$ cat src/rtl/audio_pkg.sv
// Shared audio constants and the I2S transmitter state type.
package audio_pkg;

    localparam int AUDIO_SAMPLE_W      = 16;
    localparam int I2S_SLOTS_PER_CH    = 32;
    localparam int I2S_DATA_FIRST_SLOT = 1;
    localparam int I2S_DATA_LAST_SLOT  = 16;

    typedef enum logic {
        IDLE = 1'b0,
        RUN  = 1'b1
    } i2s_state_e;

endpackage

$ cat src/rtl/audio_i2s_tx_if.sv
// Sample request/return bus between an audio source and the I2S transmitter.
// Carries the mute request only when AUDIO_I2S_TX_MUTE_EN is defined.
interface audio_i2s_tx_if;
    import audio_pkg::*;

    logic                      next_sample;
    logic [AUDIO_SAMPLE_W-1:0] left_audio;
    logic [AUDIO_SAMPLE_W-1:0] right_audio;
`ifdef AUDIO_I2S_TX_MUTE_EN
    logic                      mute;
`endif

    // master = the transmitter pulling samples; slave = the audio source
`ifdef AUDIO_I2S_TX_MUTE_EN
    modport master (output next_sample, input left_audio, right_audio, mute);
    modport slave  (input next_sample, output left_audio, right_audio, mute);
`else
    modport master (output next_sample, input left_audio, right_audio);
    modport slave  (input next_sample, output left_audio, right_audio);
`endif

endinterface

$ cat src/rtl/audio_i2s_tx.sv
// Stereo I2S transmitter: requests one sample pair per 64-BCK frame and shifts it out MSB first.
// Optional AUDIO_I2S_TX_MUTE_EN adds a frame-aligned mute on the sample bus.
module audio_i2s_tx
    import audio_pkg::*;
#(
    parameter int BCK_LOG2 = 3
) (
    input  logic           clk,
    input  logic           rst_n,
    input  logic           enable,
    audio_i2s_tx_if.master smp,
    output logic           i2s_bck,
    output logic           i2s_lrck,
    output logic           i2s_data
);

    localparam int              CNT_W   = 6 + BCK_LOG2;
    localparam logic [CNT_W-1:0] CNT_MAX = '1;

    i2s_state_e                r_state;
    logic [CNT_W-1:0]          r_cnt;
    logic [AUDIO_SAMPLE_W-1:0] r_l_hold;
    logic [AUDIO_SAMPLE_W-1:0] r_r_hold;
    logic                      r_bck;
    logic                      r_lrck;
    logic                      r_data;

    i2s_state_e                w_state_nxt;
    logic [CNT_W-1:0]          w_cnt_nxt;
    logic                      w_capture;
    logic                      w_next_sample;
    logic                      w_bck;
    logic                      w_lrck;
    logic                      w_data;
    logic [5:0]                w_slot;
    logic [4:0]                w_bit;
    logic [3:0]                w_idx;
    logic [AUDIO_SAMPLE_W-1:0] w_word;

    assign w_slot = r_cnt[CNT_W-1 -: 6];
    assign w_bit  = w_slot[4:0];
    assign w_word = w_slot[5] ? r_r_hold : r_l_hold;
    // slot 1 carries the MSB, slot 16 the LSB
    assign w_idx  = 4'(5'(AUDIO_SAMPLE_W) - w_bit);

    // NOTE: every always_comb output gets a default first so no path can infer a latch.
    always_comb begin
        w_state_nxt   = r_state;
        w_cnt_nxt     = r_cnt;
        w_capture     = 1'b0;
        w_next_sample = 1'b0;
        w_bck         = 1'b0;
        w_lrck        = 1'b0;
        w_data        = 1'b0;
        case (r_state)
            IDLE: begin
                w_cnt_nxt = '0;
                if (enable) w_state_nxt = RUN;
            end
            RUN: begin
                w_next_sample = (r_cnt == '0);
                w_cnt_nxt     = r_cnt + CNT_W'(1);
                w_bck         = r_cnt[BCK_LOG2-1];
                w_lrck        = w_slot[5];
                if (w_bit >= 5'(I2S_DATA_FIRST_SLOT) && w_bit <= 5'(I2S_DATA_LAST_SLOT))
                    w_data = w_word[w_idx];
                if (r_cnt == CNT_MAX) begin
                    w_capture = 1'b1;
                    // leaving RUN: pins go quiet on the same edge IDLE is entered
                    if (!enable) begin
                        w_state_nxt = IDLE;
                        w_bck       = 1'b0;
                        w_lrck      = 1'b0;
                    end
                end
            end
            default: w_state_nxt = IDLE;
        endcase
    end

    // NOTE: sequential state uses non-blocking assignments so all registers update together.
    always_ff @(posedge clk) begin
        if (!rst_n) begin
            r_state  <= IDLE;
            r_cnt    <= '0;
            r_l_hold <= '0;
            r_r_hold <= '0;
            r_bck    <= 1'b0;
            r_lrck   <= 1'b0;
            r_data   <= 1'b0;
        end else begin
            r_state <= w_state_nxt;
            r_cnt   <= w_cnt_nxt;
            r_bck   <= w_bck;
            r_lrck  <= w_lrck;
            r_data  <= w_data;
            if (w_capture) begin
`ifdef AUDIO_I2S_TX_MUTE_EN
                r_l_hold <= smp.mute ? '0 : smp.left_audio;
                r_r_hold <= smp.mute ? '0 : smp.right_audio;
`else
                r_l_hold <= smp.left_audio;
                r_r_hold <= smp.right_audio;
`endif
            end
        end
    end

    assign smp.next_sample = w_next_sample;
    assign i2s_bck         = r_bck;
    assign i2s_lrck        = r_lrck;
    assign i2s_data        = r_data;

endmodule

$ cat src/flat_wrapper.sv
// flat-port wrapper written by rule: the top's interface ports become plain ports
module audio_i2s_tx_flat import audio_pkg::*;
#(
    parameter int BCK_LOG2 = 3
)
  (clk, rst_n, enable, i2s_bck, i2s_lrck, i2s_data, smp_next_sample, smp_left_audio, smp_right_audio);
  audio_i2s_tx_if smp_i ();
  input  logic clk;
  input  logic rst_n;
  input  logic enable;
  output logic i2s_bck;
  output logic i2s_lrck;
  output logic i2s_data;
  output wire logic [$bits(smp_i.next_sample)-1:0] smp_next_sample;
  input wire logic [$bits(smp_i.left_audio)-1:0] smp_left_audio;
  input wire logic [$bits(smp_i.right_audio)-1:0] smp_right_audio;
  assign smp_next_sample = smp_i.next_sample;
  assign smp_i.left_audio = smp_left_audio;
  assign smp_i.right_audio = smp_right_audio;
  audio_i2s_tx #(.BCK_LOG2(BCK_LOG2)) u_core (.clk(clk), .rst_n(rst_n), .enable(enable), .smp(smp_i), .i2s_bck(i2s_bck), .i2s_lrck(i2s_lrck), .i2s_data(i2s_data));
endmodule
$ cat config.mk
export PLATFORM = sky130hd
export DESIGN_NAME = audio_i2s_tx_flat
export DESIGN_NICKNAME = d
export VERILOG_FILES = /design/src/rtl/audio_pkg.sv /design/src/rtl/audio_i2s_tx_if.sv /design/src/rtl/audio_i2s_tx.sv /design/src/flat_wrapper.sv
export SDC_FILE = /design/constraint.sdc
export NUM_CORES = 1
export LEC_CHECK = 0
export CAP_MARGIN = 40
export CORE_MARGIN = 2
export CORE_UTILIZATION = 51
export CTS_CLUSTER_DIAMETER = 40
export CTS_CLUSTER_SIZE = 20
export DETAILED_ROUTE_END_ITERATION = 6
export PLACE_DENSITY = 0.81
export SYNTH_ARGS = -nofsm -noshare
export SYNTH_HDL_FRONTEND = slang
export SYNTH_SLANG_ARGS = --single-unit
export TNS_END_PERCENT = 20
$ cat constraint.sdc
create_clock -name clk -period 2.9 [get_ports clk]
set_input_delay 0.435 -clock clk [delete_from_list [all_inputs] [get_ports clk]]
set_output_delay 0.435 -clock clk [all_outputs]
set_load 0.05 [all_outputs]
* Word-level counts from Yosys, hierarchy flattened
Index checks and enable logic that the tools add are counted.
** Cells by class
- Muxes and demuxes :: 14
- Bitwise operators :: 1
- $lt $le $gt $ge :: 3
- Reduce and logical (&&, ||, !) cells :: 4
- Eq/ne operators :: 1
- Add/subtract/negate cells :: 2
** Operators with widths (count)
- one-hot mux 9 bit (2 select lines) :: 1
- 2-to-1 mux 16 bit :: 1
- 2-to-1 mux 1 bit :: 10
- adder 9 x 1 -> 9 bit (second input constant) :: 1
- == test 9 bit (second input constant) :: 1
- logical NOT 9 bit :: 1
- greater-or-equal comparator 5 x 1 -> 1 bit (second input constant) :: 1
- less-or-equal comparator 5 bit (second input constant) :: 1
- less-than comparator 4 x 5 -> 1 bit (second input constant) :: 1
- binary-select mux 1 bit (select 4 bit) :: 1
- subtractor 1 x 4 -> 4 bit (first input constant) :: 1
- AND reduction 3 bit :: 1
- one-hot mux 1 bit (2 select lines) :: 1
- AND reduction 2 bit :: 1
- logical AND 1 bit :: 1
- inverter 1 bit :: 1
** Storage, ports and cells
- Word-level logic and storage cells :: 32
- Register bits :: 45
- Input bits :: 35
- Output and inout port bits :: 4

* Logic depth before layout (Yosys ltp)
Gate-level depths: netlist (run 1).
- Depth in word-level cells :: 3
- Mapped depth :: 10
- Depth with buffers taken out :: 8

* Worst setup path after synthesis (run 1)
OpenSTA, ideal clock, no wires.
- Kind :: register -> output
- From :: reg u_core.r_cnt[3]
- To :: out smp_next_sample
- Stages on the path, launching flop included :: 4
- Buffers on the path :: 1
- Setup slack :: 0.349 ns
- Data arrival time :: 2.116 ns
- Data required time :: 2.465 ns
- Cells stage by stage :: dfxtp_1 buf_6 or4_1 nor3_1
** Between the ends
- Longest elaborated chain between the ends :: 2
** RTL lines
- start: declaration :: RTL line audio_i2s_tx.sv:21 : logic [CNT_W-1:0] r_cnt;
- start signal: assignment :: RTL line audio_i2s_tx.sv:93 : r_cnt <= w_cnt_nxt;
- logical NOT 9 bit :: RTL line audio_i2s_tx.sv:61 : w_next_sample = (r_cnt == '0);
- 2-to-1 mux 1 bit :: RTL line audio_i2s_tx.sv:55 : case (r_state)
- end: declaration :: RTL line flat_wrapper.sv:14 : output wire logic [$bits(smp_i.next_sample)-1:0] smp_next_sample;
No other way between the ends.

* Worst setup path after layout (run 1)
Same ends and word-level chain as after synthesis.

==> results of run 1 <==
[logic make-up (layout without fill, tap and decap cells)]
group,after synthesis,count (layout),share of synthesized area [%]
flops,45,45,43.6
mux,10,10,10.0
fa+ha+maj,6,6,3.64
buf+inv,20,56,4.06
compound gates,42,42,15.6
simple gates,99,99,20.5
xor+xnor,6,6,2.55
[registers in the layout (all words and copies together) (netlist names)]
name and flops:
u_core.i2s_bck 1, u_core.i2s_data 1, u_core.i2s_lrck 1, u_core.r_cnt 9, u_core.r_l_hold 16, u_core.r_r_hold 16, u_core.r_state 1
[area by class of cell]
cell class	instances	area (um^2)	area share, %
well taps	50	62.6	2.45
clock buffers	8	80.1	3.13
repair buffers	43	415	16.2
multi-input cells	163	1080	42.2
flip-flops and latches	45	901	35.2
inverters	5	18.8	0.734
[power by group]
group          leakage, nW  internal, mW  switching, mW
clock               0.0395         0.171          0.195
combinational        0.509        0.0503         0.0211
sequential           0.363         0.619        0.00287
total                0.911         0.841          0.219
[worst paths after layout]
check                           cells past startpoint                            start                         endpoint
worst max-delay path                                4       u_core.r_cnt[3]$_SDFF_PN0_                  smp_next_sample
worst min-delay path                                2  u_core.r_l_hold[1]$_SDFFE_PN0P_  u_core.r_l_hold[1]$_SDFFE_PN0P_
worst max register to register                      6       u_core.r_cnt[4]$_SDFF_PN0_       u_core.i2s_data$_SDFF_PN0_
worst min register to register                      2  u_core.r_l_hold[1]$_SDFFE_PN0P_  u_core.r_l_hold[1]$_SDFFE_PN0P_
[critical path: stages, from the launching register on]
cell,delay (ps)
dfxtp_1,310
buf_4,180
or4_1,580
nor3_1,200
buf_4,220
[layer usage]
layer | global-route usage (%) | wire length [um] | vias up
met5 | 0 | 0 | -
met4 | 8.67 | 76 | 0
met1 | 26.2 | 1930 | 745
met3 | 5.00 | 171 | 8
met2 | 30.9 | 1850 | 37
li1 | - | - | 837
[cell usage in the layout, fill, tap and decap left out, types with 2 or more instances in the layout]
cell type / synthesis / layout
dfxtp_1: 45 / 45
a2111oi_0: 2 / 2
a21boi_0: 33 / 33
nor2_1: 8 / 8
inv_1: 5 / 5
and3_1: 3 / 3
buf_4: 0 / 6
ha_1: 6 / 6
clkbuf_1: 13 / 3
mux2_2: 3 / 3
a21oi_1: 2 / 2
xor2_1: 2 / 2
clkbuf_8: 0 / 5
and2_1: 3 / 3
mux4_1: 4 / 4
clkdlybuf4s50_1: 0 / 37
nor3_1: 3 / 3
xnor2_1: 4 / 4
mux4_2: 3 / 3
nor2b_1: 3 / 3
nand3_1: 2 / 2
nand2_1: 71 / 71
[synth_stat cells (all sizes together)]
master / number
a2111oi: 3
a211o: 1
a21boi: 33
a21oi: 2
and2: 3
and3: 3
buf: 2
clkbuf: 13
dfxtp: 45
ha: 6
inv: 5
mux2: 3
mux4: 7
nand2: 71
nand2b: 1
nand3: 2
nand4: 1
nor2: 8
nor2b: 3
nor3: 3
nor3b: 1
o21ai: 1
o31ai: 1
o41a: 1
or3: 1
or4: 1
or4bb: 1
xnor2: 4
xor2: 2
[through the flow]
step | area [um^2] | instances | setup WS, ps
final | 2560 | 314 | 687
after global routing | 2560 | 314 | 601
after CTS | 2560 | 314 | 674
after detailed placement | 2480 | 306 | 789
after global placement | 2480 | 306 | 862
after floorplan | 2060 | 228 | 349
==> results.yml, run 1 <==
drt:
  vias: 1627
  vias_per_cell: 5.18
  avgRoutedWirePerCell_um: 12.8
  drtIter0Drc: 71
  drtAntennaViolNets: 0
  drc_errors: 0
  drt_first_pass_iters: 4
  wl_mm: 4.03
worst_setup_path:
  crit_path_end_kind: "output port"
  arrival_ps: 1780
  critPathRequiredTime_ps: 2470
  crit_type: "reg -> out"
  reg2reg_slack_ps: 790
  worst_setup_path_start_kind: "flop"
  cp_max_fo: 11
yosys:
  syn_nets: 269
  syn_avg_cell_area_um2: 9.05
  synth_top_area_cell: "dfxtp_1"
  synth_seq_area_share_pct: 43.6
  ys_ff_latch: 45
  synthTopCellsByArea: "dfxtp_1 44%, nand2_1 13%, a21boi_0 12%"
  syn_inst: 228
  netlist.area_leader.share_pct: 43.6
  synth.cell_area_um2: 2060
  yosysWarnings: 0
  yosysUniqueCellTypes: 32
die:
  die_area_um2: 4570
  ios: 39
  die_w_um: 67.6
  die_y_um: 67.6
  start_util_pct: 52.4
  row_count: 23
  core_um2: 3940
timing:
  post-route-period-util_pct: 76.3
  setup_viol: 0
  finalSetupTns_ps: 0
  skew_ps: 3.93
  rsz0062_at_grt: "no"
  slew_headroom_pct: 65.8
  hold-worst-slack_ps: 459
  fmaxAchievable_mhz: 452
  finalMaxSlewViolations: 0
  min_period_ps: 2210
  tightestPinTransition_ps: 513
  hold_viol: 0
finish:
  layout.nets: 304
  fillers: 335
  drive_gt1_share_pct: 6.82
  syn_to_final_growth_pct: 23.9
  post-route-util_pct: 64.9
  antenna_cells: 0
placement:
  post-dp-hpwl_mm: 2.86
  routabilityCongestion: 0.752
  place.port_buffers: 38
global_route:
  grt_pass1_wl_mm: 6.78
  antenna_found_initial: 0
  overflow: 0
  grt_pass1_vias: 1535
  grt_max_degree: 36
  grtUsageTotal_pct: 19.9
clock_tree:
  ctsHoldBuffers: 0
  cts_tree: "done"
  post-cts-setup-buffer-count: 0
  cts.clk_slew.worst_paths_ps: 80
  cts_sinks: 45
  cts_buffers: 5
  cts.repair.resized: 0
  clock_latency_ps: 290
  cts.htree.levels: 2
  cts_max_path_buffers: 2
  clockRootBuffer: "clkbuf_8"
min_path:
  hp-class: "reg -> reg"
power_and_ir_drop:
  p_total_mw: 1.06
  powerDensity_nw_per_um2: 414
  cellLeakagePower_nw: 0.911
  peakVddDrop_mv: 0.249
outcome:
  run_status: "complete, no violations"
flow_run:
  max_cap_violations: 0
(Power assumes the default switching activity.)
==> run 2: changes to the inputs <==
==> constraint.sdc (replaced) <==
create_clock -name clk -period 2.1 [get_ports clk]
set_input_delay 0.315 -clock clk [delete_from_list [all_inputs] [get_ports clk]]
set_output_delay 0.315 -clock clk [all_outputs]
set_load 0.05 [all_outputs]
==> run 2 against run 1 <==
Non-clock buffer count up 6. Final area increased by 5.1%. Register-to-register slack got worse by 630 ps. Total power is 54% higher. Combinational power is 51% higher. Worst setup slack worse by 610 ps. Via count rose by 2.0%. Utilization is 3.3 points higher. First-iteration DRC count is 9.9% higher. Critical path type unchanged. Critical endpoint unchanged.
==> results.yml, run 2 (same netlist as run 1, synthesis figures left out) <==
min_path:
  hp-start: "u_core.r_l_hold[3]$_SDFFE_PN0P_"
  holdPathStages: 2
  hp-class: "reg -> reg"
  hold-path-endpoint: "u_core.r_l_hold[3]$_SDFFE_PN0P_"
worst_setup_path:
  reg2reg_slack_ps: 160
  slowest_delay_ps: 570
  worst_setup_path_start_kind: "flop"
  cp-startpoint: "u_core.r_cnt[3]$_SDFF_PN0_"
  critPathRequiredTime_ps: 1780
  r2r_end: "u_core.i2s_data$_SDFF_PN0_"
  crit_buf_inv: 2
  arrival_ps: 1710
  worstPathCellList: "buf_4 > or4_4 > nor3_4 > buf_12"
  reg2regPathDepth: 6
  r2r-start: "u_core.r_cnt[4]$_SDFF_PN0_"
  slowest_stage: "or4_4"
  cp_max_fo: 5
  crit_path_end_kind: "output port"
  crit_type: "reg -> out"
  critPathTopFamily: "simple AND/OR/NAND/NOR gates"
die:
  die_area_um2: 4570
  die_y_um: 67.6
  core_um2: 3940
  die_w_um: 67.6
  row_count: 23
  ios: 39
  start_util_pct: 52.4
global_route:
  grt_pass1_vias: 1619
  grt_max_degree: 36
  antenna_found_initial: 0
  grtUsageTotal_pct: 20.9
  overflow: 0
  grt_pass1_wl_mm: 7.10
drt:
  vias: 1660
  drc_errors: 0
  avgRoutedWirePerCell_um: 13.0
  wl_mm: 4.17
  drtIter0Drc: 78
  drt_first_pass_iters: 6
  drtAntennaViolNets: 0
  vias_per_cell: 5.19
flow_run:
  max_cap_violations: 0
timing:
  hold_viol: 0
  finalSetupTns_ps: 0
  slew_headroom_pct: 67.2
  post-route-period-util_pct: 96.2
  fmaxAchievable_mhz: 495
  tightestPinTransition_ps: 491
  setup_viol: 0
  skew_ps: 4.38
  finalMaxSlewViolations: 0
  hold-worst-slack_ps: 461
  min_period_ps: 2020
clock_tree:
  cts_buffers: 5
  cts_max_path_buffers: 2
  clock_latency_ps: 290
  post-cts-setup-buffer-count: 0
  cts.htree.levels: 2
  cts_tree: "done"
  clockRootBuffer: "clkbuf_8"
  cts_sinks: 45
  cts.clk_slew.worst_paths_ps: 80
power_and_ir_drop:
  peakVddDrop_mv: 0.400
  cellLeakagePower_nw: 0.967
  powerDensity_nw_per_um2: 607
finish:
  seq_area_um2: 902
  design_area_um2: 2690
  drive_gt1_share_pct: 11.9
  antenna_cells: 0
  layout_commonest_cell: "nand2_1"
  fillers: 318
  final_cell_mix: "71 x nand2_1, 44 x dfxtp_1, 37 x clkdlybuf4s50_1"
  multi_input_area_um2: 1100
  reg.largest.list: "u_core.r_l_hold x16, u_core.r_r_hold x16, u_core.r_cnt x9"
  layout.nets: 310
  syn_to_final_growth_pct: 30.2
outcome:
  run_status: "complete, no violations"
placement:
  placed_area_um2: 2550
  place.port_buffers: 38
  post-dp-hpwl_mm: 2.97
  routabilityCongestion: 0.801
==> run 2: per-stage QoR <==
| step | total power [mW] | worst slack (ps) | utilization (%) | instances |
|---|---|---|---|---|
| 5_1_grt | 1.70 | -5.94 | 68.2 | 320 |
| 2_1_floorplan | 0.907 | -114 | - | 228 |
| 4_1_cts | 1.65 | 29.9 | 67.7 | 320 |
| 3_3_place_gp | 0.986 | 155 | 64.7 | 312 |
| 6_report | 1.63 | 79.1 | 68.2 | 320 |
| 3_5_place_dp | 0.985 | 92.4 | 64.7 | 312 |
==> run 2: how the worst max path moves through the flow <==
stage / cells after the start / slack, ps / endpoint
after floorplan: 8 / -110 / u_core.i2s_data$_SDFF_PN0_
after global routing: 9 / -6 / u_core.r_r_hold[8]$_SDFFE_PN0P_
final: 4 / 80 / smp_next_sample
after detailed placement: 6 / 90 / u_core.i2s_data$_SDFF_PN0_
after CTS: 6 / 30 / smp_next_sample
after global placement: 6 / 150 / u_core.i2s_data$_SDFF_PN0_
==> run 2: worst min-delay path, cell delays in order, from the launching register on <==
cell and delay, ps:
dfxtp_1 310, nand2_1 50, a21boi_0 60
==> run 2: layout make-up <==
type / instances / share of cell area, %
Timing Repair Buffer: 49 / 18.1
Inverter: 5 / 0.698
Clock inverter: 1 / 1.12
Tap cell: 50 / 2.33
Sequential cell: 45 / 33.6
Clock buffer: 7 / 3.21
Multi-Input combinational cell: 163 / 41.0
==> run 2: metal layers <==
| layer | global-route usage, % | part of all wire [%] |
|---|---|---|
| met2 | 34.6 | 48 |
| met1 | 26.5 | 46 |
| met5 | 0 | 0 |
| met4 | 6.89 | 1.3 |
| met3 | 5.50 | 5.0 |
==> run 2: where the power goes <==
group	leakage [nW]	switching [mW]	total, mW	internal [mW]
clock	0.0585	0.279	0.666	0.388
sequential	0.363	0.00315	0.858	0.855
combinational	0.545	0.0320	0.108	0.0765
==> run 2: timing repair <==
item,4_1_cts,5_1_grt
hold buffers,0,0
pin swaps,1,1
resized for setup,0,7
setup endpoints to repair,1,15
